===== src/rtl/gpu_fixed_pkg.sv =====
// Shared widths and FSM encoding for the fixed-point coordinate pipeline.
package gpu_fixed_pkg;
  localparam int FIXED_W = 16;
  localparam int INT_W   = 8;
  localparam int FRAC_W  = 7;

  typedef enum logic [1:0] {
    IDLE   = 2'd0,
    CONV_X = 2'd1,
    CONV_Y = 2'd2,
    HOLD   = 2'd3
  } state_t;
endpackage


===== src/rtl/fixed_to_uint.sv =====
// Combinational 1.8.7 fixed-point to unsigned pixel conversion with
// round-half-up on the first fraction bit; negative values map to 0.
module fixed_to_uint
  import gpu_fixed_pkg::*;
(
  input  logic [FIXED_W-1:0] fixed_in,
  output logic [FIXED_W-1:0] uint_out
);

  logic [INT_W:0] rounded;

  always_comb begin
    rounded = {1'b0, fixed_in[FIXED_W-2 -: INT_W]}
            + {{INT_W{1'b0}}, fixed_in[FRAC_W-1]};
    if (fixed_in[FIXED_W-1])
      uint_out = '0;
    else
      uint_out = {{(FIXED_W-INT_W-1){1'b0}}, rounded};
  end

endmodule


===== src/rtl/fixed_coord_arbiter.sv =====
// Two-requester round-robin arbiter feeding one shared fixed-to-uint converter;
// x then y are converted on successive cycles and held until downstream accepts.
module fixed_coord_arbiter
  import gpu_fixed_pkg::*;
#(
  parameter int SCREEN_W = 320,
  parameter int SCREEN_H = 240
) (
  input  logic        clk,
  input  logic        rst,
  input  logic        in0_valid,
  input  logic [15:0] in0_x,
  input  logic [15:0] in0_y,
  input  logic        in1_valid,
  input  logic [15:0] in1_x,
  input  logic [15:0] in1_y,
  output logic        in0_ready,
  output logic        in1_ready,
  output logic        out_valid,
  output logic [15:0] out_x,
  output logic [15:0] out_y,
  output logic        out_src,
  output logic        out_clamped,
  input  logic        out_ready
);

  localparam logic [FIXED_W-1:0] X_MAX = FIXED_W'(SCREEN_W - 1);
  localparam logic [FIXED_W-1:0] Y_MAX = FIXED_W'(SCREEN_H - 1);

  state_t             state, state_next;
  logic               grant, accept, last_grant, lat_src;
  logic [FIXED_W-1:0] lat_x, lat_y;
  logic [FIXED_W-1:0] conv_in, conv_out, bound, clamped_val;
  logic               over;

  fixed_to_uint u_conv (
    .fixed_in (conv_in),
    .uint_out (conv_out)
  );

  always_ff @(posedge clk or posedge rst) begin
    if (rst) state <= IDLE;
    else     state <= state_next;
  end

  always_comb begin
    state_next = state;
    grant      = 1'b0;
    accept     = 1'b0;
    in0_ready  = 1'b0;
    in1_ready  = 1'b0;
    case (state)
      IDLE: begin
        if (in0_valid || in1_valid) begin
          // On a tie, the requester not served last wins.
          grant      = (in0_valid && in1_valid) ? ~last_grant : in1_valid;
          accept     = 1'b1;
          in0_ready  = ~grant;
          in1_ready  = grant;
          state_next = CONV_X;
        end
      end
      CONV_X:  state_next = CONV_Y;
      CONV_Y:  state_next = HOLD;
      HOLD:    if (out_ready) state_next = IDLE;
      default: state_next = IDLE;
    endcase
  end

  assign out_valid = (state == HOLD);

  always_comb begin
    conv_in     = (state == CONV_Y) ? lat_y : lat_x;
    bound       = (state == CONV_Y) ? Y_MAX : X_MAX;
    over        = (conv_out > bound);
    clamped_val = over ? bound : conv_out;
  end

  always_ff @(posedge clk or posedge rst) begin
    if (rst) begin
      lat_x       <= '0;
      lat_y       <= '0;
      lat_src     <= 1'b0;
      last_grant  <= 1'b1;
      out_x       <= '0;
      out_y       <= '0;
      out_src     <= 1'b0;
      out_clamped <= 1'b0;
    end else begin
      case (state)
        IDLE: begin
          if (accept) begin
            lat_x      <= grant ? in1_x : in0_x;
            lat_y      <= grant ? in1_y : in0_y;
            lat_src    <= grant;
            last_grant <= grant;
          end
        end
        CONV_X: begin
          out_x       <= clamped_val;
          out_src     <= lat_src;
          out_clamped <= over;
        end
        CONV_Y: begin
          out_y       <= clamped_val;
          out_clamped <= out_clamped | over;
        end
        default: ;
      endcase
    end
  end

endmodule

===== config.mk =====
export PLATFORM = sky130hd
export DESIGN_NAME = fixed_coord_arbiter
export DESIGN_NICKNAME = d
export VERILOG_FILES = /design/src/rtl/gpu_fixed_pkg.sv /design/src/rtl/fixed_to_uint.sv /design/src/rtl/fixed_coord_arbiter.sv
export SDC_FILE = /design/constraint.sdc
export NUM_CORES = 1
export LEC_CHECK = 0
export ABC_AREA = 1
export BUFFER_PORTS_ARGS = -buffer_cell sky130_fd_sc_hd__buf_4
export CAP_MARGIN = 20
export CORE_MARGIN = 2
export CORE_UTILIZATION = 48
export DETAILED_ROUTE_END_ITERATION = 10
export MAX_ROUTING_LAYER = met4
export PLACE_DENSITY = 0.77
export RECOVER_POWER = 50
export SLEW_MARGIN = 10
export SYNTH_ARGS = -nofsm -noshare
export SYNTH_HDL_FRONTEND = slang
export SYNTH_SLANG_ARGS = --single-unit

===== constraint.sdc =====
create_clock -name clk -period 10.3 [get_ports clk]
set_input_delay 1.545 -clock clk [delete_from_list [all_inputs] [get_ports clk]]
set_output_delay 1.545 -clock clk [all_outputs]
set_load 0.05 [all_outputs]

==> results.py, run 1 <==
metrics = {
    "grt": {
        "vias_in_the_first_global_route": 2072,
        "grt_antenna_before_repair": 0,
        "gr-usage-all-layers": 0.198,
        "first_pass_grt_wire_length_um": 9270,
        "largest_net_degree_at_the_start_of_global_routing": 45,
        "globalRoute.totalOverflow": 0,
    },
    "synth": {
        "synth_seq_area_share": 0.433,
        "synthesis.area_um2": 2550,
        "synthArstFlopShare": 1.00,
        "synth_area_leaders": "sky130_fd_sc_hd__dfrtp_1, sky130_fd_sc_hd__o21ai_0, sky130_fd_sc_hd__nand2_1",
        "synth_top_cell_area_share": 0.422,
        "yosysTopAreaCell": "sky130_fd_sc_hd__dfrtp_1",
        "synth_cells": 320,
        "yosys_warnings": 0,
        "synth_enable_flop_cells": 0,
        "yosys_register_bits": 44,
        "postSynth.topFlopCell": "sky130_fd_sc_hd__dfrtp_1",
        "syn_avg_cell_area_um2": 7.96,
        "post_synth_num_cell_types": 30,
    },
    "clock_tree": {
        "postCtsHoldBufs": 0,
        "cts_tree": "yes",
        "postCtsSetupRepairBufs": 0,
        "clkSinkCount": 44,
        "cts.reportedPaths.clkPinSlew_ps": 70,
        "cts_inserted_buffers": 5,
        "clock_tree.htree_level_count": 2,
        "ctsRootBufferMaster": "sky130_fd_sc_hd__clkbuf_8",
        "worstSkewPairLatency_ps": 290,
        "cts_resizes": 0,
        "ctsLongestPathBuffers": 2,
    },
    "setup_path": {
        "rr_worst_depth": 22,
        "worst-path-max-fanout": 21,
        "worstPathArrival_ps": 4540,
        "cp.depth": 22,
        "timing.rr.end": "out_y[7]",
        "worstSetupStartpoint": "state[0]",
        "end_kind": "register",
        "worst_setup_path_endpoint": "out_y[7]",
        "critPathLaunchType": "register",
        "critical_path.cell_chain": "inv_1 -> ha_1 -> buf_4 -> nand2_1 -> o21ai_0 -> ha_1 -> ha_1 -> nand3_1 -> nor2_1 -> inv_1 -> nor2_1 -> nand3_1 -> nor3_1 -> ha_1 -> inv_1 -> nand4_1 -> nor3_1 -> nand3b_2 -> nand2_4 -> nand3_1 -> o21ai_1 -> inv_1",
        "timing.reg2reg.setup_slack_ps": 5950,
        "cpPeakStageDelay_ps": 620,
        "worst_r2r_startpoint": "state[0]",
        "timing_worst_setup_path_type": "register to register",
        "critPathBufInv": 5,
        "cpLargestDelayFamily": "simple AND/OR/NAND/NOR gates",
        "req_time_crit_path_ps": 10480,
        "crit_slowest_cell": "sky130_fd_sc_hd__ha_1",
    },
    "timing": {
        "timing.final.max_slew_violations": 45,
        "totalNegativeSetupSlack_ps": 0,
        "worst_pin_slew_ps": 2240,
        "finalWorstPathRequiredPeriod_ps": 4350,
        "worst_slack_ps": 5950,
        "final_period_utilization": 0.423,
        "timing.final.setup_violations": 0,
        "maxSlewHeadroom": -0.491,
        "rsz0062_at_grt": "false",
        "timing.clock.skew_ps": 6.51,
        "hold_viol_final": 0,
        "max_freq_mhz": 230,
    },
    "placement": {
        "number_of_buffers_inserted_by_port_buffering": 67,
        "dpl_cell_area_um2": 3030,
        "detailedPlacementHpwl_um": 4040,
        "detailedPlace.worstSlack_ps": 6030,
        "gpl.final_weighted_congestion": 0.835,
    },
    "drt": {
        "total_wire_length_um": 5450,
        "drcViolationCount": 0,
        "viasPerCell": 4.90,
        "via_count": 2215,
        "detail-route-antenna-nets": 0,
        "dr.first_iter.drc_count": 112,
        "detail_route.wl_per_cell_um": 12.1,
        "drt-pass1-iter-count": 5,
    },
    "power": {
        "cellPowerDensity_nw_per_um2": 334,
        "power.leakage_nw": 1.55,
        "max-vdd-ir-drop_mv": 0.132,
    },
    "floorplan": {
        "ios": 106,
        "fp.dieArea_um2": 5910,
        "rows": 26,
        "fp.coreArea_um2": 5110,
        "die_height_um": 76.9,
        "die_x_um": 76.9,
        "initial_core_util": 0.499,
    },
    "final_layout": {
        "antenna-diode-count": 0,
        "ff_latch_area_um2": 1100,
        "post_route_cells_drive_above_1_share": 0.225,
        "syn_to_final_growth_pct": 20.8,
        "multiInputGateArea_um2": 1170,
        "finish.net_count": 461,
        "fill_cells": 508,
        "layout.cell_area.non_filler_um2": 3080,
    },
    "hold_path": {
        "holdCritPathClass": "register to register",
    },
    "status": {
        "outcome": "finished with violations",
        "failed_checks": "max-capacitance violations, max-slew violations",
    },
    "run": {
        "max_cap_violations": 1,
    },
}
cells in the final DEF, fill, tap and decap left out, drive strengths merged, types with 2 or more instances in the layout:
master	netlist	layout
nand3b	2	2
ha	11	11
nand3	11	11
a21oi	5	5
conb	1	14
nand4	3	3
a31oi	10	10
nor3	5	5
clkbuf	12	20
o21ai	51	51
nand2	56	56
inv	36	36
nor2	41	41
dfrtp	43	43
buf	18	59
o22ai	13	13
registers in the layout, indices dropped and copies added (netlist names):
signal and flops:
out_src 1, last_grant 1, lat_src 1, lat_y 10, lat_x 10, out_clamped 1, state 2, out_x 9
out_y 9
tightest hold or removal path: cells and delay by family, from the launching register on:
kind | cells | cell delay, ps
DFF | 1 | 350
and+or+nand+nor | 2 | 90
synthesized netlist by cell type (7+ instances only):
master / count
sky130_fd_sc_hd__ha_1: 11
sky130_fd_sc_hd__clkbuf_1: 12
sky130_fd_sc_hd__inv_1: 34
sky130_fd_sc_hd__nor2_1: 39
sky130_fd_sc_hd__nand2_1: 48
sky130_fd_sc_hd__nand3_1: 9
sky130_fd_sc_hd__o21ai_0: 44
sky130_fd_sc_hd__buf_4: 14
sky130_fd_sc_hd__dfrtp_1: 43
sky130_fd_sc_hd__a31oi_1: 10
sky130_fd_sc_hd__nand2_2: 7
sky130_fd_sc_hd__o22ai_1: 13
final cells by class:
cell class              instances  share of cell area
clock buffers                   8              0.0293
inverters                      36              0.0439
multi-input cells             223               0.380
flip-flops and latches         44               0.358
well taps                      70              0.0285
repair buffers                 71               0.160
per-layer routing:
layer,routed length (µm),vias up,GRT usage
li1,-,1139,-
met1,2460,989,0.254
met2,2590,81,0.319
met3,326,6,0.0400
met4,71,0,0.0582
met5,0,-,-
power breakdown:
group / switching [W] / total, W / internal, W
Combinational: 0.000437 / 0.000624 / 0.000187
Sequential: 0.0000378 / 0.000294 / 0.000257
Clock: 0.0000553 / 0.000110 / 0.0000547
per-stage QoR:
step / std cells / utilization / hold WS [ps] / total power (W)
2_1_floorplan: 333 / - / 439 / 0.000793
3_5_place_dp: 444 / 0.593 / 464 / 0.000938
3_3_place_gp: 444 / 0.593 / 459 / 0.000922
5_1_grt: 452 / 0.602 / 511 / 0.00112
4_1_cts: 452 / 0.610 / 483 / 0.00105
6_report: 452 / 0.602 / 474 / 0.00103
worst min path at each step:
stage	startpoint	to	slack [ps]	cells past startpoint
6_report	out_x[8]	out_x[8]	470	2
2_1_floorplan	lat_src	out_src	440	2
3_3_place_gp	out_x[8]	out_x[8]	460	2
4_1_cts	out_x[8]	out_x[8]	480	2
5_1_grt	out_y[7]	out_y[7]	510	2
3_5_place_dp	out_x[8]	out_x[8]	460	2
kinds of logic after synthesis:
kind of cell | Yosys count | share of synthesized area
AND/OR/NAND/NOR | 119 | 0.209
AO/OA/AOI/OAI | 79 | 0.175
buffers and inverters | 66 | 0.127
flip-flops | 44 | 0.433
adder cells (fa/ha/maj) | 11 | 0.0540
other | 1 | 0.00147
Power figures use the tool's default switching activity.
==> inputs of run 2 (changes only) <==
- ABC_AREA: 1 -> 0
- PLACE_DENSITY: 0.77 -> 0.76
- clock period: 10.3 -> 4.1 ns (I/O delays scaled with it)
==> run 2 against run 1 <==
  * The run still ends with max-capacitance violations, max-slew violations left
  * Final cell count down 6.0%
  * Combinational power rose to 2.6 times the previous value
  * Total power rose to 2.7 times the previous value
  * Wire length up 7.2%
  * Sequential power rose to 2.8 times the previous value
  * Clock skew up 4.7 ps
  * Critical path type unchanged
  * Critical endpoint is now out_x[0]
==> results.py, run 2 <==
metrics = {
    "status": {
        "outcome": "finished with violations",
        "failed_checks": "max-capacitance violations, max-slew violations",
    },
    "timing": {
        "rsz0062_at_grt": "false",
        "hold_viol_final": 0,
        "final_period_utilization": 0.908,
        "timing.final.max_slew_violations": 45,
        "maxSlewHeadroom": -0.510,
        "worst_pin_slew_ps": 2270,
        "max_freq_mhz": 269,
        "totalNegativeSetupSlack_ps": 0,
        "finalWorstPathRequiredPeriod_ps": 3720,
        "timing.clock.skew_ps": 11.2,
        "timing.final.setup_violations": 0,
        "worst_slack_ps": 376,
        "timing.hold.ws_ps": 479,
    },
    "floorplan": {
        "ios": 106,
        "fp.coreArea_um2": 5200,
        "rows": 26,
        "die_x_um": 78.0,
        "initial_core_util": 0.505,
        "fp.dieArea_um2": 6080,
        "die_height_um": 78.0,
    },
    "drt": {
        "detail_route.wl_per_cell_um": 13.7,
        "total_wire_length_um": 5840,
        "dr.first_iter.drc_count": 130,
        "viasPerCell": 5.16,
        "drt-pass1-iter-count": 4,
        "drcViolationCount": 0,
        "via_count": 2191,
        "detail-route-antenna-nets": 0,
    },
    "synth": {
        "synth_top_cell_area_share": 0.410,
        "synthArstFlopShare": 1.00,
        "synth_cells": 289,
        "post_synth_num_cell_types": 43,
        "yosys_register_bits": 44,
        "synth_cell_count_leaders": "sky130_fd_sc_hd__dfrtp_1, sky130_fd_sc_hd__nor2_1, sky130_fd_sc_hd__a21oi_1, sky130_fd_sc_hd__nand2_1, sky130_fd_sc_hd__o21ai_0",
        "synth_enable_flop_cells": 0,
        "yosysTopAreaCell": "sky130_fd_sc_hd__dfrtp_1",
        "synth_seq_area_share": 0.420,
        "synth_area_leaders": "sky130_fd_sc_hd__dfrtp_1, sky130_fd_sc_hd__a21oi_1, sky130_fd_sc_hd__nor2_1",
        "yosys_warnings": 0,
        "postSynth.topFlopCell": "sky130_fd_sc_hd__dfrtp_1",
        "synthesis.area_um2": 2630,
        "syn_avg_cell_area_um2": 9.09,
    },
    "grt": {
        "largest_net_degree_at_the_start_of_global_routing": 45,
        "grt_antenna_before_repair": 0,
        "first_pass_grt_wire_length_um": 9890,
        "vias_in_the_first_global_route": 2088,
        "gr-usage-all-layers": 0.207,
        "globalRoute.totalOverflow": 0,
    },
    "placement": {
        "dpl_cell_area_um2": 3130,
        "detailedPlacementHpwl_um": 4390,
        "gpl.final_weighted_congestion": 0.885,
        "detailedPlace.worstSlack_ps": 228,
        "number_of_buffers_inserted_by_port_buffering": 67,
    },
    "setup_path": {
        "req_time_crit_path_ps": 4250,
        "crit_slowest_cell": "sky130_fd_sc_hd__dfrtp_1",
        "timing_worst_setup_path_type": "register to register",
        "critical_path.cell_chain": "inv_1 -> ha_1 -> buf_4 -> buf_4 -> and4b_1 -> a22oi_2 -> nor3_1 -> nor3_1 -> ha_1 -> and4b_1 -> nand3b_1 -> mux2i_1 -> o22a_2 -> a21oi_1 -> a21oi_1",
        "critPathLaunchType": "register",
        "end_kind": "register",
        "worstPathArrival_ps": 3870,
        "cpPeakStageDelay_ps": 420,
        "worst-path-max-fanout": 20,
        "critPathBufInv": 3,
        "cpLargestDelayFamily": "simple AND/OR/NAND/NOR gates",
    },
    "final_layout": {
        "post_route_cells_drive_above_1_share": 0.251,
        "antenna-diode-count": 0,
        "multiInputGateArea_um2": 1380,
        "final_common_cell": "sky130_fd_sc_hd__buf_4",
        "layout.cell_area.non_filler_um2": 3210,
        "layout_top_registers": "lat_x: 10 flops, lat_y: 10 flops",
        "finish.net_count": 434,
        "ff_latch_area_um2": 1100,
        "fill_cells": 467,
        "most-common-layout-cells": "sky130_fd_sc_hd__buf_4, sky130_fd_sc_hd__nor2_1, sky130_fd_sc_hd__dfrtp_1, sky130_fd_sc_hd__a21oi_1, sky130_fd_sc_hd__nand2_1",
        "syn_to_final_growth_pct": 22.1,
    },
    "power": {
        "power.leakage_nw": 1.49,
        "max-vdd-ir-drop_mv": 0.416,
        "cellPowerDensity_nw_per_um2": 865,
    },
    "clock_tree": {
        "ctsRootBufferMaster": "sky130_fd_sc_hd__clkbuf_8",
        "cts_inserted_buffers": 5,
        "cts_tree": "yes",
        "worstSkewPairLatency_ps": 290,
        "clock_tree.htree_level_count": 2,
        "clkSinkCount": 44,
        "cts.reportedPaths.clkPinSlew_ps": 80,
        "postCtsHoldBufs": 0,
        "ctsLongestPathBuffers": 2,
    },
    "hold_path": {
        "holdCritPathClass": "register to register",
    },
    "run": {
        "max_cap_violations": 1,
    },
}
-- run 2: per-layer routing --
| metal | track usage | routed length, µm | part of all wire | up-vias |
|---|---|---|---|---|
| met3 | 0.0384 | 296 | 0.051 | 4 |
| li1 | - | - | - | 1104 |
| met5 | - | 0 | 0 | - |
| met1 | 0.282 | 2670 | 0.46 | 1017 |
| met4 | 0.0368 | 22 | 0.0038 | 0 |
| met2 | 0.328 | 2850 | 0.49 | 66 |
-- run 2: repair_timing --
action / CTS / global route
setup endpoints to repair: 0 / 9
resized for setup: 0 / 2
buffers inserted: 0 / 0
-- run 2: worst paths after layout --
kind                           from  endpoint  slack [ps]  cells after the start
max                        state[0]  out_x[0]         380                     15
min in group asynchronous       rst  out_x[5]        1160                      3
max in group asynchronous       rst  out_y[4]        1650                      3
max reg2reg                state[0]  out_x[0]         380                     15
min                         lat_src   lat_src         480                      1
min reg2reg                 lat_src   lat_src         480                      1
-- run 2: cell families (layout without fill, tap and decap cells) --
group,Yosys count,count (layout),share of synthesized area
and+or+nand+nor,98,98,0.183
AOI/OAI and AO/OA,78,78,0.178
DFF,44,44,0.420
buffers and inverters,34,87,0.0772
muxes,15,15,0.0615
adders and majority gates,11,11,0.0524
xor gates and xnor gates,8,8,0.0267
other,1,14,0.00143
-- run 2: layout make-up --
cell class,instances,area share
timing repair buffer,74,0.160
clock inverter,1,0.00936
tap,70,0.0273
sequential,44,0.344
clock buffer,7,0.0238
multi-input combinational,224,0.430
inverter,5,0.00585
-- run 2: where the power goes --
group | internal, W | switching (W) | leakage, nW | total (W)
Clock | 0.000182 | 0.000139 | 0.0524 | 0.000321
Sequential | 0.000648 | 0.000161 | 0.534 | 0.000809
Combinational | 0.000579 | 0.00107 | 0.903 | 0.00164
-- run 2: through the flow --
step                 util  cells  power [W]
finish              0.616    425    0.00277
global route        0.616    425    0.00299
CTS                 0.623    425    0.00282
detailed placement  0.602    417    0.00249
global placement    0.602    417    0.00246
floorplan               -    302    0.00208
